File: src/rtl/compound_section_sequencer.sv
// compound_section_sequencer
// Two-section message generator. SECTION_A builds {mode, x, y} and pushes it into
// the FIFO of the current round-robin channel. SECTION_B publishes the message on
// the monitor port and advances x, mode and the channel pointer. Each channel
// drains its FIFO through a notify/sync handshake.
module compound_section_sequencer #(
  parameter int NUM_CH  = 2,
  parameter int X_WIDTH = 8,
  parameter int DEPTH   = 4,
  parameter int STEP    = 1
) (
  input  logic                            clk,
  input  logic                            rst,
  input  logic                            en,
  output logic [NUM_CH*(X_WIDTH+2)-1:0]   b_out_data,
  input  logic [NUM_CH-1:0]               b_out_sync,
  output logic [NUM_CH-1:0]               b_out_notify,
  output logic [X_WIDTH+1:0]              m_out_data,
  output logic                            m_out_notify
);

  localparam int W  = X_WIDTH + 2;
  localparam int CW = (NUM_CH > 1) ? $clog2(NUM_CH) : 1;
  localparam int AW = $clog2(DEPTH);

  localparam logic [CW-1:0]    LAST_CH  = CW'(NUM_CH - 1);
  localparam logic [AW:0]      FULL_CNT = (AW + 1)'(DEPTH);
  localparam logic [X_WIDTH:0] STEP_EXT = (X_WIDTH + 1)'(STEP);

  typedef enum logic [0:0] {
    SECTION_A = 1'b0,
    SECTION_B = 1'b1
  } state_t;

  // Message layout: mode in the MSB, x in the middle, parity of x in the LSB.
  function automatic logic [W-1:0] build_msg(input logic mode, input logic [X_WIDTH-1:0] x);
    build_msg = {mode, x, ^x};
  endfunction

  state_t               state_q, state_d;
  logic [X_WIDTH-1:0]   x_q, x_d;
  logic                 mode_q, mode_d;
  logic [CW-1:0]        ch_ptr_q, ch_ptr_d;
  logic [W-1:0]         latch_q, latch_d;
  logic [W-1:0]         m_data_q, m_data_d;
  logic                 m_notify_q, m_notify_d;

  logic [W-1:0]         mem_q    [NUM_CH][DEPTH];
  logic [W-1:0]         mem_d    [NUM_CH][DEPTH];
  logic [AW-1:0]        rd_ptr_q [NUM_CH];
  logic [AW-1:0]        rd_ptr_d [NUM_CH];
  logic [AW-1:0]        wr_ptr_q [NUM_CH];
  logic [AW-1:0]        wr_ptr_d [NUM_CH];
  logic [AW:0]          cnt_q    [NUM_CH];
  logic [AW:0]          cnt_d    [NUM_CH];

  logic [NUM_CH-1:0]    push_s;
  logic [NUM_CH-1:0]    pop_s;
  logic [W-1:0]         push_data_s;
  logic [X_WIDTH:0]     sum_s;

  // Section FSM: generate/push in A, publish and advance in B.
  always_comb begin
    state_d     = state_q;
    x_d         = x_q;
    mode_d      = mode_q;
    ch_ptr_d    = ch_ptr_q;
    latch_d     = latch_q;
    m_data_d    = m_data_q;
    m_notify_d  = 1'b0;
    push_s      = {NUM_CH{1'b0}};
    push_data_s = build_msg(mode_q, x_q);
    sum_s       = {1'b0, x_q} + STEP_EXT;
    case (state_q)
      SECTION_A: begin
        // Full check uses pre-edge occupancy; a same-edge pop does not help.
        if (en && (cnt_q[ch_ptr_q] != FULL_CNT)) begin
          push_s[ch_ptr_q] = 1'b1;
          latch_d          = push_data_s;
          state_d          = SECTION_B;
        end else begin
          state_d = SECTION_A;
        end
      end
      SECTION_B: begin
        m_data_d   = latch_q;
        m_notify_d = 1'b1;
        x_d        = sum_s[X_WIDTH-1:0];
        if (sum_s[X_WIDTH]) begin
          mode_d = ~mode_q;
        end else begin
          mode_d = mode_q;
        end
        if (ch_ptr_q == LAST_CH) begin
          ch_ptr_d = {CW{1'b0}};
        end else begin
          ch_ptr_d = ch_ptr_q + CW'(1);
        end
        state_d = SECTION_A;
      end
      default: begin
        state_d = SECTION_A;
      end
    endcase
  end

  // Per-channel FIFO bookkeeping: push from the FSM, pop on notify & sync.
  always_comb begin
    mem_d    = mem_q;
    rd_ptr_d = rd_ptr_q;
    wr_ptr_d = wr_ptr_q;
    cnt_d    = cnt_q;
    pop_s    = {NUM_CH{1'b0}};
    for (int i = 0; i < NUM_CH; i++) begin
      pop_s[i] = (cnt_q[i] != {(AW + 1){1'b0}}) && b_out_sync[i];
      if (push_s[i]) begin
        mem_d[i][wr_ptr_q[i]] = push_data_s;
        wr_ptr_d[i]           = wr_ptr_q[i] + AW'(1);
      end else begin
        wr_ptr_d[i] = wr_ptr_q[i];
      end
      if (pop_s[i]) begin
        rd_ptr_d[i] = rd_ptr_q[i] + AW'(1);
      end else begin
        rd_ptr_d[i] = rd_ptr_q[i];
      end
      case ({push_s[i], pop_s[i]})
        2'b10:   cnt_d[i] = cnt_q[i] + (AW + 1)'(1);
        2'b01:   cnt_d[i] = cnt_q[i] - (AW + 1)'(1);
        default: cnt_d[i] = cnt_q[i];
      endcase
    end
  end

  // Channel outputs come straight from FIFO state so the head is stable while stalled.
  always_comb begin
    b_out_data   = {(NUM_CH * W){1'b0}};
    b_out_notify = {NUM_CH{1'b0}};
    for (int i = 0; i < NUM_CH; i++) begin
      b_out_notify[i]      = (cnt_q[i] != {(AW + 1){1'b0}});
      b_out_data[i*W +: W] = mem_q[i][rd_ptr_q[i]];
    end
  end

  assign m_out_data   = m_data_q;
  assign m_out_notify = m_notify_q;

  // State and datapath registers; reset discards all queued messages.
  always_ff @(posedge clk or negedge rst) begin
    if (!rst) begin
      state_q    <= SECTION_A;
      x_q        <= {X_WIDTH{1'b0}};
      mode_q     <= 1'b0;
      ch_ptr_q   <= {CW{1'b0}};
      latch_q    <= {W{1'b0}};
      m_data_q   <= {W{1'b0}};
      m_notify_q <= 1'b0;
      for (int i = 0; i < NUM_CH; i++) begin
        rd_ptr_q[i] <= {AW{1'b0}};
        wr_ptr_q[i] <= {AW{1'b0}};
        cnt_q[i]    <= {(AW + 1){1'b0}};
        for (int j = 0; j < DEPTH; j++) begin
          mem_q[i][j] <= {W{1'b0}};
        end
      end
    end else begin
      state_q    <= state_d;
      x_q        <= x_d;
      mode_q     <= mode_d;
      ch_ptr_q   <= ch_ptr_d;
      latch_q    <= latch_d;
      m_data_q   <= m_data_d;
      m_notify_q <= m_notify_d;
      for (int i = 0; i < NUM_CH; i++) begin
        rd_ptr_q[i] <= rd_ptr_d[i];
        wr_ptr_q[i] <= wr_ptr_d[i];
        cnt_q[i]    <= cnt_d[i];
        for (int j = 0; j < DEPTH; j++) begin
          mem_q[i][j] <= mem_d[i][j];
        end
      end
    end
  end

endmodule

File: config.mk
export PLATFORM = sky130hd
export DESIGN_NAME = compound_section_sequencer
export DESIGN_NICKNAME = d
export VERILOG_FILES = /design/src/rtl/compound_section_sequencer.sv
export SDC_FILE = /design/constraint.sdc
export NUM_CORES = 1
export LEC_CHECK = 0
export CORE_ASPECT_RATIO = 1.5
export CORE_MARGIN = 4
export CORE_UTILIZATION = 30
export CTS_CLUSTER_DIAMETER = 50
export CTS_CLUSTER_SIZE = 40
export DETAILED_ROUTE_END_ITERATION = 7
export SYNTH_ARGS = -nofsm -noshare
export SYNTH_HDL_FRONTEND = slang
export SYNTH_SLANG_ARGS = --single-unit
File: constraint.sdc
create_clock -name clk -period 4.8 [get_ports clk]
set_clock_uncertainty 0.15 [all_clocks]
set_input_delay 0.96 -clock clk [delete_from_list [all_inputs] [get_ports clk]]
set_output_delay 0.96 -clock clk [all_outputs]
set_load 0.01 [all_outputs]
# Word level (Yosys, flattened, before mapping)
# Index checks and enable logic that the tools add are counted.
# Widths: inputs -> output; s select.
[word_totals]
regBits = 126
inputBits = 5
output_inout_bits = 33
word_cells = 90
[classes]
add_sub_neg = 10
order_cmp = 9
eq_ne = 5
n_mux = 25
n_bitwise = 7
reduce_logical = 13
[ops]
columns = ["cell", "count"]
rows = [
  ["$bwmux 40", 2],
  ["$mux 10", 6],
  ["$bmux 10 s2", 2],
  ["$demux 10 s2", 2],
  ["$ge 3x3->1 const B", 4],
  ["$not 2->3", 4],
  ["$pmux 3 s2", 2],
  ["$add 8x1->9 const B", 1],
  ["$mux 3", 3],
  ["$add 2x1->2 const B", 4],
  ["$reduce_xor 8->1", 1],
  ["$add 3x1->3 const B", 2],
  ["$logic_and 1x1->1", 6],
  ["$lt 3x1->1 const B", 2],
  ["$reduce_bool 3->1", 2],
  ["$sub 3x1->3 const B", 2],
  ["$eq 2x1->1 const B", 2],
  ["$eq 2x2->1 const B", 2],
  ["$mux 1", 4],
  ["$mux 2", 2],
  ["$reduce_and 2->1", 2],
  ["$reduce_bool 2->1", 2],
  ["$ne 3x3->1 const B", 1],
  ["$ge 2x2->1 const B", 1],
  ["7 further kinds", 8],
]

# Depth between registers and ports, before layout
# Gate-level depths: netlist (run 1).
[logic_depth]
depth_word = 10
ltp_mapped = 11
mapped_depth_nobuf = 9

# Worst setup path before layout (run 1)
# OpenSTA, ideal clock, no wires.
[synth_timing]
path_type = "input to register"
startpoint = "input en"
endpoint = "register cnt_q[2] in the netlist's numbering"
setup_ns = 0.079
arrival_time_ns = 2.449
t_required_ns = 4.571
setup_slack_ns = 2.122
path_stages = 10
path_buffers = 1
path_cell_list = "and3b_1 > buf_2 > and2_1 > inv_1 > ha_1 > inv_1 > fa_1 > xor2_1 > nor2_1 > xor2_1"
[synth_between]
elab_chain_len = 5
word_cells_on_any_way = 7
cone_classes = "2 x eq/ne; 3 x mux; 2 x reduce/logical"
[synth_lines]
columns = ["item", "line_no", "text"]
rows = [
  ["start: declaration", "14", "input logic en,"],
  ["$logic_and 1x1->1 *", "77", "if (en && (cnt_q[ch_ptr_q] != FULL_CNT)) begin"],
  ["$mux 2 *", "77", ""],
  ["$mux 2 *", "74", "case (state_q)"],
  ["$eq 2x1->1 or $eq 2x2->1 (tied branches)", "127", "case ({push_s[i], pop_s[i]})"],
  ["$pmux 3 s2 or $reduce_bool 2->1 (tied branches)", "--", ""],
  ["end signal: indexed assignment", "161", "cnt_q[i] <= {(AW + 1){1'b0}};"],
  ["end signal: indexed assignment", "177", "cnt_q[i] <= cnt_d[i];"],
  ["end: declaration", "54", "logic [AW:0] cnt_q [NUM_CH];"],
]
# Every way passes the cells marked *; elsewhere a longest branch is shown, timed or not.
# A chain may end at the register's enable or synchronous reset.

# Final worst setup path (run 1)
[layout_timing]
startpoint = "register rd_ptr_q[2] in the netlist's numbering"
endpoint = "output b_out_data[9]"
[layout_between]
elab_chain_len = 4
[layout_lines]
columns = ["item", "line_no", "text"]
rows = [
  ["start: declaration", "50", "logic [AW-1:0] rd_ptr_q [NUM_CH];"],
  ["start signal: indexed assignment", "159", "rd_ptr_q[i] <= {AW{1'b0}};"],
  ["start signal: indexed assignment", "175", "rd_ptr_q[i] <= rd_ptr_d[i];"],
  ["$not 2->3 (not written as such)", "141", "b_out_data[i*W +: W] = mem_q[i][rd_ptr_q[i]];"],
  ["$bmux 10 s2", "141", ""],
  ["$mux 10 (not written as such) (2 in a row)", "141", ""],
  ["end: declaration", "15", "output logic [NUM_CH*(X_WIDTH+2)-1:0] b_out_data,"],
]
# No other way between the ends. The select of a mux whose other input is x is not followed.

==> summary.md, run 1 <==
| Metric | Value |
|---|---|
| Status | `finished clean` |
| Total wire length | `10910 um` |
| Top cells by area, synth | `dfrtp_1 56%, mux2_2 19%, mux4_2 8.0%` |
| 1st-pass router iterations | `4` |
| Routed wire per std cell | `16.65 um` |
| CTS Buf Count | `17` |
| Pwr/cell area | `672.2 nW/um2` |
| Number of global-route vias before repair | `3330` |
| Worst hold slack | `0.3495 ns` |
| N_diodes | `0` |
| Ports | `38` |
| R2R depth | `9` |
| All-Layer GR Usage | `11.28%` |
| Max Slew Vio Count | `0` |
| Starting DRT DRC Count | `88` |
| Max Clk Rate | `0.2869 GHz` |
| Critical path class | `flip-flop to output pin` |
| DPL Wire Length | `7250 um` |
| R2r startpoint | `state_q$_DFF_PN0_` |
| Net Count, Synth | `377` |
| Most frequent cells after synthesis | `126 x dfrtp_1, 93 x mux2_2, 20 x mux4_2` |
| Synth cell types | `29` |
| Critical path peak fanout | `12` |
| Syn avg cell area | `15.76 um2` |
| Global route overflow | `0` |
| Peak VDD IR | `256.1 uV` |
| Hold path cells | `1` |
| Clock latency on the worst-skew pair | `0.41 ns` |
| Relative slew slack | `26.60%` |
| Largest net degree at the start of global routing | `90` |
| CP Launch Type | `flip-flop` |
| WP data arrival | `2.38 ns` |
| Synth Register Bits | `126` |
| Placed inst area | `6206 um2` |
| Period utilization | `72.62%` |
| PortBufs | `37` |
| Routed vias | `2959` |
| Layout net count | `415` |
| Maxcap violations | `0` |
| Initial core utilization | `30.38%` |
| P_leak | `3.047 nW` |
| Ys Warns | `0` |
| CTS clk-pin slew, worst paths | `0.06 ns` |
| Core Util, Final | `36.44%` |
| Worst Setup SP | `rd_ptr_q[2]$_DFFE_PN0P_` |
| Gates resized, CTS repair | `0` |
| CTS Buffer Depth | `2` |
| Die Span X | `119.7 um` |
| Routed vias/inst | `4.518` |
| Tmin final | `3.486 ns` |
| Final Wtd Congestion | `0.7439` |
| Hold Vio Cnt, Final | `0` |
| Count leader, synth | `dfrtp_1` |
| Post-synth top area cell | `dfrtp_1` |
| Synthesis-to-finish area growth | `19.98%` |
| Initial antenna violation count | `0` |
| Rows | `61` |
| Die height | `175.5 um` |
| First-pass GRT wire length | `18030 um` |
| Post-synth top flop | `dfrtp_1` |
| Critical path endpoint category | `output pin` |
| Register area share after synthesis | `56.20%` |
| Data required, critical path | `3.69 ns` |
| Worst hold path startpoint | `mem_q[47]$_DFFE_PN0P_` |
| Core Area | `18470 um2` |
| Postcts setup bufs | `0` |
| Post-synth top area share | `56.20%` |
| Worst min path class | `flip-flop to flip-flop` |
| Post-synth EDFFs | `0` |
| Die area | `21000 um2` |
| Fin Setup TNS | `0 ns` |
| TritonCTS clock tree | `built` |
| Post-synth ARST share | `100.0%` |
| Post-route cell area | `6731 um2` |
| Share of cells above drive strength 1 | `39.95%` |
| RSZ-0062 raised after global routing | `false` |
| Post-route ant nets | `0` |
| Clk root buf | `clkbuf_16` |
| Drt drc | `0` |
| Final number of setup-violating endpoints | `0` |
| H-tree Lvls | `4` |
| Cts hold-fix bufs | `0` |
| Syn Inst Count | `356` |
| Mapped Area | `5610 um2` |
| Actual slew at the worst max-slew pin | `1.101 ns` |
| Clock Sinks | `126` |
-- power breakdown --
group	switching [mW]	internal, mW
sequential	0.414	1.43
clock	0.428	0.718
combinational	0.605	0.925
-- final cells by class --
class                   instances  area [um2]
fillers                      1781       11740
well taps                     252       315.3
inverters                      12       45.04
clock buffers                  19       452.9
flip-flops and latches        126        3153
multi-input cells             199        2317
repair buffers                 38       375.4
clock inverters                 9       72.57
-- layout by cell type, fill, tap and decap left out, types with 4 or more instances in the layout --
| cell | n |
|---|---|
| dfrtp_1 | 126 |
| clkbuf_16 | 17 |
| mux2_2 | 93 |
| xnor2_1 | 12 |
| ha_1 | 14 |
| mux2_4 | 9 |
| clkdlybuf4s50_1 | 36 |
| nand2_1 | 7 |
| nor2_1 | 4 |
| clkinv_2 | 7 |
| mux4_2 | 20 |
| xor2_1 | 12 |
| inv_1 | 12 |
| nand3_2 | 8 |
-- flip-flops by register name, indices dropped and copies added (netlist names) --
register and flops:
state_q 1, m_out_notify 1, ch_ptr_q 1, wr_ptr_q 4
latch_q 10, mem_q 80, rd_ptr_q 4, mode_q 1
m_out_data 10, x_q 8, cnt_q 6
-- stage by stage --
stage,setup WS [ns],instances,total power [mW]
finish,1.314,655,4.525
global route,1.190,655,4.805
CTS,1.243,655,4.601
detailed placement,1.562,627,3.438
global placement,1.619,627,3.362
floorplan,2.122,356,2.845
-- critical path, cell delays in order, from the launching register on --
cell and delay [ns]:
dfrtp_1 0.82, mux4_2 0.64, clkdlybuf4s50_1 0.51
-- metal layers --
| metal | wire, um | GRT usage, % | share of wire (%) | vias to the layer above |
|---|---|---|---|---|
| li1 | - | - | - | 1342 |
| met1 | 4382 | 12.42 | 40 | 1572 |
| met2 | 6144 | 20.38 | 56 | 34 |
| met3 | 209 | 3.189 | 1.9 | 11 |
| met4 | 170 | 4.491 | 1.6 | 0 |
| met5 | 0 | 0 | 0 | - |
-- cells by family after synthesis --
family | count (synthesis) | synth area share (%)
xor+xnor | 24 | 3.747
simple gates | 31 | 3.791
fa+ha+maj | 16 | 3.836
buf+inv | 31 | 2.498
flops | 126 | 56.20
compound gates | 5 | 0.6468
mux | 123 | 29.28
-- final timing paths --
kind                                          to  slack [ns]
max reg2reg                 cnt_q[2]$_DFFE_PN0P_        1.99
min                        mem_q[47]$_DFFE_PN0P_        0.35
min in group asynchronous   mem_q[6]$_DFFE_PN0P_        0.60
max                                b_out_data[9]        1.31
min reg2reg                mem_q[47]$_DFFE_PN0P_        0.35
max in group asynchronous  mem_q[49]$_DFFE_PN0P_        2.76
(Power assumes the default switching activity.)
==> inputs of run 2 (changes only) <==
Clock period 4.8 ns to 2.9 ns, I/O delays scaled along.
==> summary.md, run 2 (synthesized netlist as in run 1, its figures left out) <==
| Metric | Value |
|---|---|
| Status | `finished clean` |
| Filler instances | `1815` |
| Clk root buf | `clkbuf_16` |
| Initial core utilization | `30.38%` |
| Max FFs per register | `80` |
| Commonest non-fill, non-tap cell in the layout | `dfrtp_1` |
| R2r startpoint | `cnt_q[0]$_DFFE_PN0P_` |
| Tmin final | `2.817 ns` |
| Final Wtd Congestion | `0.7000` |
| CTS clk-pin slew, worst paths | `0.06 ns` |
| Total wire length | `10880 um` |
| TritonCTS clock tree | `built` |
| R2R Setup Slk | `0.37 ns` |
| Multi-input gate area | `2317 um2` |
| Met3 wire length | `266 um` |
| Routed wire per std cell | `16.23 um` |
| Met2 wire len | `6055 um` |
| Register area | `3153 um2` |
| Sw power | `2.431 mW` |
| Core Area | `18470 um2` |
| Top sig layer | `met4` |
| Die height | `175.5 um` |
| 1st-pass router iterations | `4` |
| Worst R2R End | `cnt_q[2]$_DFFE_PN0P_` |
| All-Layer GR Usage | `11.28%` |
| Clock group share of total power | `26.3%` |
| RSZ-0062 raised after global routing | `false` |
| Number of global-route vias before repair | `3330` |
| P_leak | `3.119 nW` |
| P_int | `5.320 mW` |
| Share of power burned in registers | `37.8%` |
| CP Launch Type | `flip-flop` |
| Crit-path cells | `mux4_2, clkdlybuf4s50_1` |
| Post-route ant nets | `0` |
| Routed vias/inst | `4.478` |
| Drt drc | `0` |
| R2R depth | `9` |
| Worst min path class | `flip-flop to flip-flop` |
| Combinational power share | `36.0%` |
| Critical-path top delay cell | `dfrtp_1` |
| Hold Vio Cnt, Final | `0` |
| Gates resized, CTS repair | `0` |
| Relative slew slack | `58.41%` |
| Worst hold path startpoint | `mem_q[51]$_DFFE_PN0P_` |
| Final number of setup-violating endpoints | `0` |
| Synthesis-to-finish area growth | `22.64%` |
| Worst hold slack | `0.3501 ns` |
| Clock latency on the worst-skew pair | `0.40 ns` |
| Data required, critical path | `2.17 ns` |
| Max Slew Vio Count | `0` |
| Global route overflow | `0` |
| Die Span X | `119.7 um` |
| DPL Wire Length | `7406 um` |
| Actual slew at the worst max-slew pin | `0.6238 ns` |
| Share of cells above drive strength 1 | `41.39%` |
| Layout net count | `426` |
| Max Clk Rate | `0.3550 GHz` |
| Die area | `21000 um2` |
| Cts hold-fix bufs | `1` |
| Ports | `38` |
| Starting DRT DRC Count | `97` |
| First-pass GRT wire length | `18190 um` |
| Peak VDD IR | `576.8 uV` |
| Most frequent cells in the layout | `126 x dfrtp_1, 93 x mux2_2, 36 x clkdlybuf4s50_1` |
| Clock Sinks | `126` |
| Critical path endpoint category | `output pin` |
| N_diodes | `0` |
| Maxcap violations | `0` |
| Postcts setup bufs | `0` |
| CTS Buffer Depth | `2` |
| Critical path class | `flip-flop to output pin` |
| Period utilization | `97.12%` |
| Switching part of the total power | `31.36%` |
| Pwr/cell area | `1127 nW/um2` |
| Routed vias | `3000` |
| Fin Setup TNS | `0 ns` |
| PortBufs | `37` |
| WP data arrival | `2.09 ns` |
| Hold path cells | `1` |
| Met1 wire length | `4408 um` |
| Critical path peak fanout | `11` |
| Largest net degree at the start of global routing | `63` |
| Hold Path Sink | `mem_q[51]$_DFFE_PN0P_` |
| Slowest stage delay, CP | `0.74 ns` |
| Rows | `61` |
| CTS Buf Count | `17` |
| Initial antenna violation count | `0` |
| Biggest register | `mem_q` |
| H-tree Lvls | `4` |
-- run 2: worst max path at each step --
stage / start / end / cells past startpoint
CTS: rd_ptr_q[1]$_DFFE_PN0P_ / b_out_data[10] / 2
floorplan: cnt_q[0]$_DFFE_PN0P_ / cnt_q[2]$_DFFE_PN0P_ / 10
finish: rd_ptr_q[1]$_DFFE_PN0P_ / b_out_data[10] / 2
global placement: en / cnt_q[2]$_DFFE_PN0P_ / 10
detailed placement: en / cnt_q[2]$_DFFE_PN0P_ / 10
global route: rd_ptr_q[1]$_DFFE_PN0P_ / b_out_data[14] / 2
-- run 2: stage by stage --
| stage | instance area, um2 | setup slack, ns | instances | util [%] | total power [mW] |
|---|---|---|---|---|---|
| CTS | 6880 | 0.06863 | 670 | 37.25 | 7.892 |
| floorplan | 5610 | 0.5721 | 356 | - | 4.710 |
| global placement | 6294 | 0.2172 | 637 | 34.07 | 5.684 |
| finish | 6880 | 0.08344 | 670 | 37.25 | 7.751 |
| global route | 6880 | 0.05343 | 670 | 37.25 | 8.244 |
| detailed placement | 6294 | 0.1631 | 637 | 34.07 | 5.818 |
-- run 2: routing by layer --
| metal | GRT usage, % | vias up |
|---|---|---|
| li1 | - | 1373 |
| met4 | 4.013 | 0 |
| met1 | 12.87 | 1581 |
| met5 | 0 | - |
| met3 | 2.835 | 11 |
| met2 | 20.35 | 35 |
-- run 2: power groups by stage --
stage,logic [mW],clock network (mW),registers [mW]
global route,3.05,2.16,3.03
global placement,2.76,0,2.92
floorplan,2.03,0,2.68
detailed placement,2.85,0,2.97
finish,2.79,2.04,2.93
CTS,2.86,2.09,2.94
-- run 2: critical path, delay by kind of cell (launching register included) --
family,cells,cell delay (ns)
buffers and inverters,1,0.50
DFF,1,0.74
muxes,1,0.44
-- run 2: area by class of cell --
| cell class | instances | area share [%] |
|---|---|---|
| clock buffers | 21 | 6.692 |
| multi-input cells | 199 | 33.68 |
| repair buffers | 49 | 6.874 |
| well taps | 252 | 4.583 |
| flip-flops and latches | 126 | 45.83 |
| clock inverters | 11 | 1.691 |
| inverters | 12 | 0.6547 |
